File: config.mk
export PLATFORM = sky130hd
export DESIGN_NAME = argmax_stream
export DESIGN_NICKNAME = d
export VERILOG_FILES = /design/src/rtl/argmax_stream.sv
export SDC_FILE = /design/constraint.sdc
export NUM_CORES = 1
export LEC_CHECK = 0
export BUFFER_PORTS_ARGS = -buffer_cell sky130_fd_sc_hd__buf_2
export CELL_PAD_IN_SITES_DETAIL_PLACEMENT = 0
export CELL_PAD_IN_SITES_GLOBAL_PLACEMENT = 1
export CORE_UTILIZATION = 45
export DETAILED_ROUTE_END_ITERATION = 8
export PLACE_DENSITY = 0.81
export SYNTH_ARGS = -nofsm -noshare
export SYNTH_HDL_FRONTEND = slang
export SYNTH_SLANG_ARGS = --single-unit
File: constraint.sdc
create_clock -name clk -period 4.1 [get_ports clk]
set_input_delay 0 -clock clk [delete_from_list [all_inputs] [get_ports clk]]
set_output_delay 0 -clock clk [all_outputs]
set_load 0.01 [all_outputs]
File: src/rtl/argmax_stream.sv
// argmax_stream: groups every N signed elements into a vector
// and emits the index and value of its largest element.
module argmax_stream #(
  parameter int T  = 16,
  parameter int N  = 16,
  parameter int IW = 4
) (
  input  logic                clk,
  input  logic                reset,
  input  logic                s_valid,
  output logic                s_ready,
  input  logic signed [T-1:0] data_in,
  output logic                m_valid,
  input  logic                m_ready,
  output logic signed [T-1:0] data_out,
  output logic [IW-1:0]       idx_out
);

  logic [IW-1:0]       cnt;
  logic signed [T-1:0] best_val;
  logic [IW-1:0]       best_idx;
  logic signed [T-1:0] win_val;
  logic [IW-1:0]       win_idx;
  logic                last;
  logic                accept;

  assign last    = (cnt == IW'(N - 1));
  assign s_ready = !(last && m_valid && !m_ready);
  assign accept  = s_valid && s_ready;

  // winner including the element on data_in; ties keep lowest index
  always_comb begin
    win_val = best_val;
    win_idx = best_idx;
    if (cnt == '0) begin
      win_val = data_in;
      win_idx = '0;
    end else if (data_in > best_val) begin
      win_val = data_in;
      win_idx = cnt;
    end
  end

  always_ff @(posedge clk) begin
    if (reset) begin
      cnt      <= '0;
      best_val <= '0;
      best_idx <= '0;
      m_valid  <= 1'b0;
      data_out <= '0;
      idx_out  <= '0;
    end else begin
      if (accept) begin
        cnt      <= last ? '0 : cnt + 1'b1;
        best_val <= win_val;
        best_idx <= win_idx;
      end
      if (accept && last) begin
        data_out <= win_val;
        idx_out  <= win_idx;
        m_valid  <= 1'b1;
      end else if (m_ready) begin
        m_valid  <= 1'b0;
      end
    end
  end

endmodule

Yosys cells after proc, flatten, opt, wreduce, memory -nomap -nowiden --
Cells that the tools add are included.
Cells by class: mux-type cells 7, order comparisons 1, reductions and logical operators 8, add/subtract/negate cells 1, eq/ne operators 1
Operators with widths (count):
- 16-bit two-way mux | 2
- 16-bit > comparator | 1
- 4-bit two-way mux | 3
- 4-bit by 1-bit adder with 4-bit output (second input constant) | 1
- 4-bit == test (second input constant) | 1
- 1-bit logical AND | 4
- 4-bit zero test | 1
- 1-bit zero test | 2
- 1-bit two-way mux | 2
- 2-bit nonzero test | 1
Word-level totals: bits in registers 45, output and inout port bits 22

Logic depth before layout (Yosys ltp) --
Gate-level depths: netlist of run 1.
depth in word-level cells 7, gate-level depth with buffers 10, gate-level depth less buffers 8

Worst setup path after synthesis of run 1 --
No wires, ideal clock.
kind register to register, start register best_val[15], end register best_val[10], slack 1.533 ns, cell stages (with the launch flop) 11, clock period less this slack 2.567 ns, arrival time 2.495 ns, setup time 0.072 ns, path through dfxtp_1 > inv_1 > ha_1 > nand4_2 > nor2_1 > a2111o_1 > or4_4 > a31oi_2 > buf_6 > buf_12 > mux2i_1
Between the ends: cells in the longest elaborated chain, start to end 3
RTL lines:
- start, declared | RTL line 20 | logic signed [T-1:0] best_val;
- start signal, assigned | RTL line 55 | best_val <= win_val;
- 16-bit > comparator | RTL line 38 | end else if (data_in > best_val) begin
- 16-bit two-way mux | RTL line 38
- 16-bit two-way mux | RTL line 35 | if (cnt == '0) begin
Every way passes these cells. A chain may end at the register's enable or synchronous reset.

Worst setup path after layout of run 1 --
start input data_in[15], end register best_val[1]
Between the ends: cells in the longest elaborated chain, start to end 3
RTL lines:
- start, declared | RTL line 12 | input logic signed [T-1:0] data_in,
- 16-bit > comparator | RTL line 38
- 16-bit two-way mux | RTL line 38
- 16-bit two-way mux | RTL line 35
Every way passes these cells.

==> results of run 1 <==
## tightest hold or removal path, delay by kind of cell
kind,cells,cell delay (ps)
buf+inv,1,80
simple gates,1,130
compound gates,1,70
## final timing paths
check                from     endpoint  slack, ps  depth (start not counted)
min reg2reg   best_idx[1]  best_idx[1]        470                          2
min               m_ready      m_valid         20                          3
max           data_in[15]  best_val[1]       1100                         10
max reg2reg  best_val[11]  best_val[1]       1110                          9
## cell type report
cell class	instances	area (sq um)
inverters	20	75.1
fillers	533	2220
repair buffers	66	438
flip-flops and latches	45	901
well taps	70	87.6
clock buffers	6	72.6
clock inverters	2	10.0
multi-input cells	212	1400
## where the power goes
group,switching (mW),internal (mW)
clock network,0.150,0.118
registers,0.0119,0.451
logic,0.128,0.0796
## sequential cells by signal, summed over array words and instances (netlist names)
register,cells
m_valid,1
idx_out,4
data_out,16
best_idx,4
cnt,4
best_val,16
## metrics by stage
step                      util (%)  total power, mW  hold slack, ps  setup WS, ps  std cells
final                         57.4            0.939            18.6          1100        421
after global routing          57.4            0.997            42.1           959        421
after CTS                     57.4            0.950            7.20          1130        421
after detailed placement      52.3            0.666             268          1140        395
after global placement        52.3            0.663             264          1220        395
after floorplan                  -            0.612            69.1          1530        301
## routing by layer
metal | share of wire, % | track usage (%) | routed length, um | vias up
met4 | 1.1 | 7.69 | 69 | 0
met5 | 0 | 0 | 0 | -
met2 | 47 | 38.0 | 2920 | 48
li1 | - | - | - | 1190
met3 | 3.2 | 3.95 | 198 | 6
met1 | 49 | 28.9 | 3030 | 1076
## synth_stat cells, drive strengths merged
cell | count | share of area (%)
and2 | 1 | 0.25
nand4 | 22 | 5.8
a2111oi | 1 | 0.40
a31oi | 19 | 5.0
a21o | 1 | 0.30
nor4 | 2 | 0.50
clkbuf | 19 | 2.9
o31ai | 16 | 4.8
o211a | 1 | 0.40
nor3 | 4 | 0.80
mux2i | 16 | 6.4
xor2 | 2 | 0.70
nand2 | 40 | 6.0
o211ai | 3 | 0.90
a21oi | 11 | 2.2
nor2b | 3 | 0.75
a221oi | 1 | 0.35
buf | 5 | 1.8
nor3b | 1 | 0.30
o2111ai | 1 | 0.35
inv | 20 | 3.0
or4 | 2 | 0.75
o21ai | 25 | 5.0
nor2 | 5 | 0.75
nand2b | 3 | 0.75
ha | 18 | 9.0
nand3b | 1 | 0.30
o22ai | 2 | 0.50
and3 | 2 | 0.50
nand3 | 7 | 1.4
or2 | 1 | 0.25
a2111o | 1 | 0.45
dfxtp | 45 | 36
## timing repair
item / 4_1_cts / 5_1_grt
hold buffers: 18 / 0
hold endpoints to repair: 34 / 0
endpoints found under the setup margin: 0 / 0
## cells by family after synthesis
kind of cell | Yosys count | share of synthesized area [%]
xor gates and xnor gates | 2 | 0.704
buffers and inverters | 44 | 7.69
adders and majority gates | 18 | 9.05
and+or+nand+nor | 94 | 19.2
DFF | 45 | 36.2
muxes | 16 | 6.44
AOI/OAI and AO/OA | 82 | 20.8
==> impl_metrics.toml, run 1 <==
[status]
status = "complete, no violations"

[floorplanning]
initial_core_util_pct = 47.8
fp.dieArea_sq_um = 5830
num_io_pins = 42
fp.coreArea_sq_um = 5200
die-width_um = 76.4
die_h_um = 76.4
rows = 26

[logic_synthesis]
synth_nets = 339
ys_seq_elements = 45
netlist_instances = 301
ys_types = 39
ys_seq_area_share_pct = 36.2
yosys_warnings = 0
syn_area_sq_um = 2490
syn-mean-instance-area_sq_um = 8.27

[placed_design]
hpwlAfterDp_um = 3980
dpl_cell_area_sq_um = 2720
port-buffer-count = 41
place_congestion = 0.782

[timing]
finalSetupViolCount = 0
finClkSkew_ps = 7.60
relSlewSlack_pct = 36.3
rsz0062_at_grt = "no"
maxSlewViolCount = 0
min_period_over_period_pct = 73.2
post-route-min-period_ps = 3000
tightestPinTransition_ps = 955
hold_viol = 0
fmax_ghz = 0.333
tns_ps = 0

[clock_tree]
clkTransAtPathRegs_ps = 90
clock_latency_ps = 300
cts_buffers = 5
cts_resized = 0
clock_sinks = 45
clock-root-buffer = "clkbuf_8"
cts_setup_buffers = 0
clockBufferDepth = 2
cts_max_level = 2
cts_tree = "built"

[power_and_ir_drop]
cellLeakagePower_nw = 1.25
power_density_nw_per_um2 = 314
peakVddDrop_mv = 0.253

[routing]
drt_iter0_markers = 137
ant_nets = 0
vias = 2320
avgViaCountPerCell = 5.51
routedWlPerCell_um = 14.8
drc = 0
firstDrtPassIters = 4
wirelength_um = 6210

[critical_path]
crit_buf_inv = 3
required_ps = 4330
cp_slowest_cell = "or4_4"
end_kind = "flip-flop"
crit_arrival_ps = 3230
path_class = "in -> reg"
critPathMaxFanout = 21
crit_path_cell_trace = "dlygate4sd3_1 > buf_2 > ha_1 > nand4_2 > nor2_1 > a2111o_1 > or4_4 > a31oi_2 > buf_4 > mux2i_1"
path_delay_family = "buffers and inverters"
cp-start-kind = "input port"
critPathMaxStageDelay_ps = 690

[final_layout]
antenna_cells = 0
mostFrequentLayoutCells = "45 x dfxtp_1, 41 x buf_2, 40 x nand2_1, 25 x o21ai_0, 21 x nand4_1"
final_area_sq_um = 2990
drive_gt1_share_pct = 17.1
area_growth_pct = 20.0
layout_commonest_cell = "dfxtp_1"
finalNetCount = 388

[min_path]
hp-class = "in -> reg"

[global_route]
grt_pass1_wl_um = 10500
track_usage_pct = 22.6
grt_max_degree = 42
grt_pass1_vias = 2209
grt_remaining_overflow = 0
antenna_found_initial = 0

[job]
drv_cap = 0
Note: power is estimated with default switching activity, not from simulation.
==> run 2: changes to the inputs <==
Settings changed: ABC_AREA set to 1, CORE_UTILIZATION 45 to 36, PLACE_DENSITY 0.81 to 0.72.
Clock period 4.1 ns to 2.52 ns, I/O delays scaled along.
==> impl_metrics.toml, run 2 <==
[status]
status = "finished with violations"
violations = "DRC"

[timing]
fmax_ghz = 0.433
relSlewSlack_pct = 43.4
hold_viol = 0
tightestPinTransition_ps = 847
maxSlewViolCount = 0
post-route-min-period_ps = 2310
setup_slack_ps = 210
finalSetupViolCount = 0
finClkSkew_ps = 10.0
tns_ps = 0
rsz0062_at_grt = "no"
min_period_over_period_pct = 91.7

[logic_synthesis]
synth_area_leaders = "dfxtp_1 37%, nand2_1 19%, ha_1 9.2%"
synth-edff-count = 0
synth_flop_cell = "dfxtp_1"
ys_seq_area_share_pct = 36.8
synth_top_area_share_pct = 36.8
synth_mux_area_share_pct = 0
yosysMostFrequentCell = "nand2_1"
ys_top_cells_by_count = "123 x nand2_1, 49 x inv_1, 45 x dfxtp_1"
synth_nets = 399
syn-mean-instance-area_sq_um = 6.79
ys_seq_elements = 45
synth-simple-area-share_pct = 34.1
synth_top_family_by_area = "simple AND/OR/NAND/NOR gates"
synth_adder_area_share_pct = 9.19
netlist_instances = 361
syn_area_sq_um = 2450
ys_types = 26
synth_xor_area_share_pct = 0
yosys.area.top_type = "dfxtp_1"
synthArstFlopShare_pct = 0
yosys_warnings = 0
synth_compound_area_share_pct = 8.84

[critical_path]
path_class = "reg -> reg"
cp-start-kind = "flip-flop"
critPathMaxFanout = 13
end_kind = "flip-flop"
required_ps = 2720
crit_arrival_ps = 2510
ff2ff_path_depth = 13

[clock_tree]
cts_setup_buffers = 0
cts_max_level = 2
clock_sinks = 45
clkTransAtPathRegs_ps = 90
clock_latency_ps = 300
cts_buffers = 5
clock-root-buffer = "clkbuf_8"
clockBufferDepth = 2
cts_tree = "built"

[placed_design]
hpwlAfterDp_um = 3960
port-buffer-count = 41
dpl.cell_count = 470
dp_worst_setup_slack_ps = 246
place_congestion = 0.753

[final_layout]
reg_top3 = "best_val: 16 flops, data_out: 16 flops"
antenna_cells = 0
layout.cells.non_filler = 480
final_core_util_pct = 44.1
layout_commonest_cell = "nand2_1"
fillerInstances = 714
drive_gt1_share_pct = 17.4
area_growth_pct = 16.3
mostFrequentLayoutCells = "123 x nand2_1, 49 x inv_1, 45 x dfxtp_1, 41 x buf_2, 38 x nand3_1"
finalNetCount = 440

[power_and_ir_drop]
power_density_nw_per_um2 = 594
peakVddDrop_mv = 0.239
finalPower_mw = 1.69
cellLeakagePower_nw = 1.55

[floorplanning]
die_h_um = 84.5
num_io_pins = 42
rows = 29
fp.dieArea_sq_um = 7140
die-width_um = 84.5
initial_core_util_pct = 37.9
fp.coreArea_sq_um = 6460

[routing]
avgViaCountPerCell = 4.66
firstDrtPassIters = 6
vias = 2238
drt_iter0_markers = 76
ant_nets = 0
wirelength_um = 5910
drc = 4
routedWlPerCell_um = 12.3

[global_route]
grt_util_met2_pct = 29.3
antenna_found_initial = 0
grt_pass1_vias = 2173
grt_busiest_layer = "met2"
grt_max_degree = 28
grt_remaining_overflow = 0
grt_pass1_wl_um = 10100
groute.layer.met1.usage_pct = 23.6
track_usage_pct = 17.7
grt_util_met3_pct = 3.34

[job]
drv_cap = 0

[min_path]
hold_path_depth = 5
hp-class = "in -> reg"
## run 2: area by class of cell
type / instances / area [sq um] / area share [%]
Inverter: 52 / 195 / 6.85
Timing Repair Buffer: 47 / 255 / 8.96
Multi-Input combinational cell: 251 / 1280 / 45.1
Clock inverter: 1 / 30.0 / 1.05
Clock buffer: 7 / 86.3 / 3.03
Tap cell: 77 / 96.3 / 3.38
Sequential cell: 45 / 901 / 31.6
## run 2: cell families (layout without fill, tap and decap cells)
group	Yosys count	count (layout)
compound gates	42	42
flops	45	45
fa+ha+maj	18	18
buf+inv	65	107
simple gates	191	191
## run 2: repair_timing
action                                  4_1_cts  5_1_grt
hold buffers                                  2        0
hold endpoints to repair                      2        0
gates resized for setup                       0        1
endpoints found under the setup margin        0        1
## run 2: critical path, stage by stage, from the launching register on
cell and delay (ps):
dfxtp_1 330, inv_1 50, ha_1 320, a21oi_1 160, o21ai_0 100, a21oi_1 170
nand2_1 70, nand2_1 110, nand3_2 280, buf_4 320, nand3_1 100, nand3_1 90
nand2_1 80, inv_1 30
## run 2: power by group
part / total [mW] / leakage [nW] / internal (mW) / switching (mW)
Sequential: 0.757 / 0.368 / 0.741 / 0.0164
Combinational: 0.364 / 1.13 / 0.124 / 0.240
Clock: 0.572 / 0.0585 / 0.324 / 0.248
Total: 1.69 / 1.55 / 1.19 / 0.505
## run 2: path summary, 6_finish.rpt
check                                  start     endpoint  slack, ps
worst max-delay path            best_val[15]  best_val[2]        210
worst min-delay path              data_in[0]  best_val[0]         20
worst max register to register  best_val[15]  best_val[2]        210
worst min register to register   data_out[1]  data_out[1]        450
## run 2: per-stage QoR
step                hold slack [ps]  cell area, sq um
floorplan                       131              2450
global placement                293              2700
detailed placement              288              2700
CTS                            7.91              2840
global route                   35.5              2850
finish                         18.8              2850
## run 2: per-layer routing
| layer | up-vias | routed length (um) |
|---|---|---|
| li1 | 1221 | - |
| met1 | 977 | 3080 |
| met2 | 34 | 2600 |
| met3 | 6 | 161 |
| met4 | 0 | 65 |
| met5 | - | 0 |
